**src/rtl/pipe_hazard_ctrl.sv**
```systemverilog
// pipe_hazard_ctrl: stall/flush producer for the 5-stage core pipeline.
// Drives the PC and IF/ID, ID/EX, EX/MEM and MEM/WB register enables and
// the IF/ID, ID/EX synchronous flushes. It handles load-use bubbles,
// taken-branch flushes, a halt drain sequence and, optionally, data-memory
// wait states.
//
// Optional feature macro: PIPE_MEM_WAIT_EN
//   defined   -> mem_access_ex stalls the whole pipe for MEM_WAIT cycles
//   undefined -> mem_access_ex is ignored, memory accesses take one cycle
//
// Handshake: every en_* is a load-enable for its register on the next rising
// edge; a flush_* clears its register at that same edge. The consumer
// registers never push back, so outputs are purely combinational from the
// current state and inputs.
//
// dbg_state exposes the FSM encoding: 0 RUN, 1 MEMWAIT, 2 DRAIN, 3 HALTED.

module pipe_hazard_ctrl #(
  parameter int MEM_WAIT = 2
) (
  input  logic       clk,
  input  logic       reset,
  input  logic [2:0] ra_id,
  input  logic [2:0] rb_id,
  input  logic       use_ra_id,
  input  logic       use_rb_id,
  input  logic       regwrite_ex,
  input  logic [2:0] regwrite_adr_ex,
  input  logic       load_ex,
  input  logic       mem_access_ex,
  input  logic       branch_taken_ex,
  input  logic       is_halt_ex,
  output logic       pc_en,
  output logic       en_ifid,
  output logic       en_idex,
  output logic       en_exmem,
  output logic       en_memwb,
  output logic       flush_ifid,
  output logic       flush_idex,
  output logic       halted,
  output logic [1:0] dbg_state
);

  typedef enum logic [1:0] {
    RUN     = 2'd0,
    MEMWAIT = 2'd1,
    DRAIN   = 2'd2,
    HALTED  = 2'd3
  } state_t;

  state_t     state;
  logic [3:0] cnt;
  logic       load_use;
  logic       mem_stall;

  // A MEM_WAIT outside 1..15 cannot be represented by the 4-bit counter.
  if (MEM_WAIT < 1 || MEM_WAIT > 15) begin : g_bad_mem_wait
    $error("pipe_hazard_ctrl: MEM_WAIT must be in 1..15");
  end

`ifdef PIPE_MEM_WAIT_EN
  localparam logic [3:0] WAIT_RELOAD = 4'(MEM_WAIT - 1);

  // Set once an access has paid its wait, so the released cycle lets it move.
  logic served;

  assign mem_stall = mem_access_ex & ~served;
`else
  logic unused_mem_access;

  assign unused_mem_access = mem_access_ex;
  assign mem_stall         = 1'b0;
`endif

  // Register 0 is deliberately compared like any other register.
  assign load_use = regwrite_ex & load_ex &
                    ((use_ra_id & (ra_id == regwrite_adr_ex)) |
                     (use_rb_id & (rb_id == regwrite_adr_ex)));

  assign dbg_state = state;

  // Enable/flush decode: priority halt > memory wait > branch > load-use.
  always_comb begin
    pc_en      = 1'b0;
    en_ifid    = 1'b0;
    en_idex    = 1'b0;
    en_exmem   = 1'b0;
    en_memwb   = 1'b0;
    flush_ifid = 1'b0;
    flush_idex = 1'b0;
    halted     = 1'b0;
    if (reset) begin
      case (state)
        RUN: begin
          pc_en    = 1'b1;
          en_ifid  = 1'b1;
          en_idex  = 1'b1;
          en_exmem = 1'b1;
          en_memwb = 1'b1;
          if (is_halt_ex) begin
            pc_en      = 1'b0;
            en_ifid    = 1'b0;
            flush_idex = 1'b1;
          end else if (mem_stall) begin
            pc_en    = 1'b0;
            en_ifid  = 1'b0;
            en_idex  = 1'b0;
            en_exmem = 1'b0;
            en_memwb = 1'b0;
          end else if (branch_taken_ex) begin
            flush_ifid = 1'b1;
            flush_idex = 1'b1;
          end else if (load_use) begin
            pc_en      = 1'b0;
            en_ifid    = 1'b0;
            flush_idex = 1'b1;
          end
        end
        MEMWAIT: begin
          // Whole pipe frozen; defaults already hold every enable low.
        end
        DRAIN: begin
          en_idex    = 1'b1;
          en_exmem   = 1'b1;
          en_memwb   = 1'b1;
          flush_idex = 1'b1;
        end
        HALTED: begin
          halted = 1'b1;
        end
        default: begin
        end
      endcase
    end
  end

  // FSM, shared wait/drain counter and served flag.
  always_ff @(posedge clk or negedge reset) begin
    if (!reset) begin
      state <= RUN;
      cnt   <= 4'd0;
`ifdef PIPE_MEM_WAIT_EN
      served <= 1'b0;
`endif
    end else begin
`ifdef PIPE_MEM_WAIT_EN
      if (en_idex) served <= 1'b0;
`endif
      case (state)
        RUN: begin
          if (is_halt_ex) begin
            state <= DRAIN;
            cnt   <= 4'd1;
          end
`ifdef PIPE_MEM_WAIT_EN
          else if (mem_stall) begin
            if (MEM_WAIT == 1) begin
              served <= 1'b1;
            end else begin
              cnt   <= WAIT_RELOAD;
              state <= MEMWAIT;
            end
          end
`endif
        end
        MEMWAIT: begin
`ifdef PIPE_MEM_WAIT_EN
          cnt <= cnt - 4'd1;
          if (cnt == 4'd1) begin
            served <= 1'b1;
            state  <= RUN;
          end
`else
          state <= RUN;
`endif
        end
        DRAIN: begin
          if (cnt != 4'd0) cnt <= cnt - 4'd1;
          else state <= HALTED;
        end
        HALTED: begin
          state <= HALTED;
        end
        default: begin
          state <= RUN;
        end
      endcase
    end
  end

endmodule

```
**config.mk**
```make
export PLATFORM = sky130hd
export DESIGN_NAME = pipe_hazard_ctrl
export DESIGN_NICKNAME = d
export VERILOG_FILES = /design/src/rtl/pipe_hazard_ctrl.sv
export SDC_FILE = /design/constraint.sdc
export NUM_CORES = 1
export LEC_CHECK = 0
export BUFFER_PORTS_ARGS = -buffer_cell sky130_fd_sc_hd__buf_2
export CORE_AREA = 2 2 39 41
export DETAILED_ROUTE_END_ITERATION = 16
export DIE_AREA = 0 0 41 43
export GPL_ROUTABILITY_DRIVEN = 0
export PLACE_DENSITY = 0.66
export SYNTH_ARGS = -nofsm -noshare
export SYNTH_HDL_FRONTEND = slang
export SYNTH_SLANG_ARGS = --single-unit
```
**constraint.sdc**
```tcl
create_clock -name clk -period 1.65 [get_ports clk]
set_clock_uncertainty 0.15 [all_clocks]
set_input_delay 0.2475 -clock clk [delete_from_list [all_inputs] [get_ports clk]]
set_output_delay 0.2475 -clock clk [all_outputs]
set_load 0.03 [all_outputs]
```
# --- After elaboration in Yosys (flattened, before gate mapping) ---
# Index checks and enable logic that the tools add are counted.
classes:
  addsub: 1
  eq_ne: 8
  muxes: 24
  bitwise: 5
  reduce_logical: 6
ops:
  columns: ["op", "count"]
  rows:
  - ["$mux 1", 17]
  - ["$mux 4", 2]
  - ["$pmux 2 s4", 1]
  - ["$pmux 4 s2", 1]
  - ["$eq 3x3->1", 2]
  - ["$ne 2x2->1 const B", 3]
  - ["$and 1x1->1", 4]
  - ["$eq 2x2->1 const B", 2]
  - ["$mux 2", 2]
  - ["$reduce_bool 4->1", 1]
  - ["$sub 4x1->4 const B", 1]
  - ["$reduce_and 3->1", 1]
  - ["$eq 2x1->1 const B", 1]
  - ["$logic_not 2->1", 1]
  - ["$pmux 1 s2", 1]
  - ["$reduce_and 2->1", 1]
  - ["$reduce_bool 2->1", 1]
  - ["$reduce_or 2->1", 1]
  - ["$or 1x1->1", 1]
word_totals:
  ff_bits: 6
  inputBits: 18
  output_inout_bits: 10
  wordCells: 46

# --- Depth between registers and ports, before layout ---
depth:
  ltp_word: 9
  mapped_depth: 6
  depth_no_buf: 6

# --- Worst setup path after synthesis ---
# Ideal clock, no wire load.
synth_path:
  kind: "register to output"
  from: "reg state[0] (netlist: dbg_state[0])"
  to: "out pc_en"
  t_arrival_ns: 2.142
  t_required_ns: 1.252
  setup_slack_ns: -0.890
  path_stages_with_launch: 5
  n_path_buf: 1
  path_cell_list: "dfrtp_1 nor2b_1 nand2_1 a21oi_1 buf_4"
synth_between:
  elab_chain_cells: 3
synth_rtl:
  columns: ["element", "line", "text"]
  rows:
  - ["start: declaration", "51", "state_t state;"]
  - ["start signal: assignment", "140", "state <= RUN;"]
  - ["start signal: assignment", "152", "state <= DRAIN;"]
  - ["start signal: assignment", "174", "state <= RUN;"]
  - ["$logic_not 2->1", null, null]
  - ["$mux 1 (2 in series)", null, null]
  - ["end: declaration", "33", "output logic pc_en,"]
# No other way between the ends.

# --- Worst setup path after layout ---
layout_path:
  from: "reg state[0] (netlist: dbg_state[0])"
  to: "out en_ifid"
layout_between:
  elab_chain_cells: 3
layout_rtl:
  columns: ["element", "line", "text"]
  rows:
  - ["$logic_not 2->1", "93", "case (state)"]
  - ["$mux 1", "93", null]
  - ["$mux 1", "92", "if (reset) begin"]
  - ["end: declaration", "34", "output logic en_ifid,"]
# No other way between the ends.

==> results.toml <==
[route]
via_per_inst = 4.810
drc = 0
drt_wl_total_mm = 1.103
routedWlPerCell_um = 11.03
drtIter0Drc = 4
vias = 481
drt_first_pass_iters = 2
antenna_left = 0

[worst_setup_path]
cp-end-kind = "primary output"
cp.arrival_ns = 1.19
r2r_cells = 6
worstPathMaxFanout = 4
startpoint_type = "flip-flop"
crit_required_ns = 1.25
r2r_slack_ns = 0.07
reg2reg_from = "cnt[0]"
crit_type = "flip-flop to primary output"
timing.rr.end = "cnt[0]"

[timing]
setup_viol = 0
tightest_slew_ns = 0.2767
slew_headroom_pct = 81.49
drv_slew = 0
finalHoldViolCount = 0
fmaxAchievable_ghz = 0.6293
period_needed_ns = 1.589
fin_setup_tns_ns = 0
fin_crit_sh_pct = 96.30

[logic_synthesis]
yosysTopAreaCellShare_pct = 33.24
ys_warn_count = 0
synth.distinct_cells = 24
ys_ff_latch = 6
ys_top_cells_by_area = "dfrtp_1 33%, xnor2_1 12%, buf_4 5.0%"
avgSynthCellArea_um2 = 8.857
syn_nets = 70
synth.cell_area_um2 = 451.7
yosys.area.top_type = "dfrtp_1"
synthCells = 51
yosysSeqAreaShare_pct = 33.24

[status]
outcome = "completed"

[floorplanning]
dieArea_mm2 = 0.001763
start_util_pct = 32.64
die_h_um = 43
core_area_mm2 = 0.001384
num_rows = 14
io_pins = 28
chipWidth_um = 41

[clocking]
h-tree-depth = 1
cts_tree = "done"
cts_sinks = 6
clock_path_buffers = 2
cts_made_buffers = 3
clk_latency_ns = 0.24
clkTransAtPathRegs_ns = 0.04
root_buffer = "clkbuf_4"

[place]
dp_hpwl_um = 859.4
port_buffers = 26

[power]
cellPowerDensity_mw_per_mm2 = 1291
p_leak_nw = 0.3376
vdd_ir_drop_max_uv = 714.1

[finish]
fill_cells = 144
layout.nets = 105
area_growth_pct = 57.62
layout-drive-gt1-share_pct = 57.14
n_antenna_cell = 0
fin_util_pct = 51.45

[run]
maxCapViolations = 0

[worst_hold_path]
hold_path_depth = 2
hold_end = "dbg_state[1]"
min_path_type = "input pin to flip-flop"
hp-start = "is_halt_ex"

[global_route]
grt_pass1_vias = 433
grt_max_degree = 12
grt-ovfl-total = 0
grt_first_pass_wirelength_mm = 1.883
antenna_found_initial = 0
grt_util_all_layers_pct = 15.91
[sequential cells by signal (all words and copies together), names as in the netlist]
register   flops
cnt            4
dbg_state      2
[kinds of logic after synthesis]
family | after synthesis | synth area share (%)
simple gates | 17 | 23.82
compound gates | 13 | 19.12
buf+inv | 8 | 9.416
xor+xnor | 6 | 11.63
flops | 6 | 33.24
fa+ha+maj | 1 | 2.770
[worst max path at each step]
stage                       start    endpoint  slack (ns)  cells past startpoint
2_1_floorplan        dbg_state[0]       pc_en       -0.08                      4
3_3_place_gp             ra_id[1]     en_ifid        0.05                      7
3_5_place_dp   regwrite_adr_ex[1]     en_ifid        0.04                      7
4_1_cts              dbg_state[1]  flush_idex       0.008                      2
5_1_grt                    cnt[0]      cnt[0]       -0.01                      6
6_report             dbg_state[0]     en_ifid        0.06                      4
[metal layers]
metal  share of wire [%]  global-route usage, %  up-vias
met5                   0                      0        -
met4                   0                  6.000        0
met3                 4.5                  6.283        0
met2                  52                  22.19       14
met1                  44                  21.52      222
li1                    -                      -      245
[cells in the mapped netlist (all sizes together)]
library cell  number
dfrtp              6
xnor2              6
nand2              5
a21oi              4
buf                4
inv                4
o21ai              4
and3               2
nand4              2
nor2               2
nor2b              2
a21o               1
and4bb             1
ha                 1
nand4b             1
nor3               1
nor3b              1
o211ai             1
o21a               1
o2bb2ai            1
o41a               1
[what timing repair did]
action,CTS,global route
gates cloned,0,0
endpoints found under the hold margin,6,0
hold buffers,1,0
pin swaps,0,2
buffers inserted,0,3
endpoints found under the setup margin,1,6
resized for setup,2,9
[worst max-delay path, stage by stage (launching register included)]
cell and delay [ns]:
dfrtp_2 0.41, nor2b_4 0.15, nand2_2 0.09, a21oi_4 0.14, buf_6 0.15
[cell usage in the layout, fill, tap and decap left out, types with 2 or more instances in the layout]
cell type / Yosys / layout
inv_1: 4 / 4
buf_6: 0 / 3
buf_2: 1 / 23
nand2_1: 5 / 4
dfrtp_2: 0 / 2
dfrtp_1: 6 / 4
a21oi_2: 1 / 2
xnor2_1: 6 / 6
clkbuf_4: 0 / 3
buf_4: 3 / 7
nand4_1: 2 / 2
o21ai_0: 4 / 3
[area by class of cell]
| cell class | instances | area [µm²] | share of cell area, % |
|---|---|---|---|
| repair buffers | 34 | 211.5 | 29.70 |
| multi-input cells | 37 | 290.3 | 40.77 |
| clock buffers | 3 | 22.52 | 3.163 |
| inverters | 4 | 15.01 | 2.109 |
| well taps | 16 | 20.02 | 2.812 |
| flip-flops and latches | 6 | 152.6 | 21.44 |
[power breakdown]
part | total (mW) | leakage (nW) | internal (mW) | switching, mW
logic | 0.523 | 0.262 | 0.248 | 0.276
registers | 0.265 | 0.0617 | 0.207 | 0.0573
clock network | 0.131 | 0.0138 | 0.0820 | 0.0495
total | 0.919 | 0.338 | 0.537 | 0.382
[through the flow]
step | power [mW] | cell area [µm²] | worst slack (ns) | hold WS [ns] | cells
2_1_floorplan | 0.6014 | 481.7 | -0.08453 | -0.1981 | 51
3_3_place_gp | 0.7143 | 630.6 | 0.05202 | 0.01964 | 93
3_5_place_dp | 0.7282 | 630.6 | 0.04129 | 0.02294 | 93
4_1_cts | 0.8797 | 669.4 | 0.007986 | 0.1235 | 97
5_1_grt | 1.006 | 711.9 | -0.01264 | 0.1468 | 100
6_report | 0.9193 | 711.9 | 0.06105 | 0.1436 | 100
Note: power is estimated with default switching activity, not from simulation.
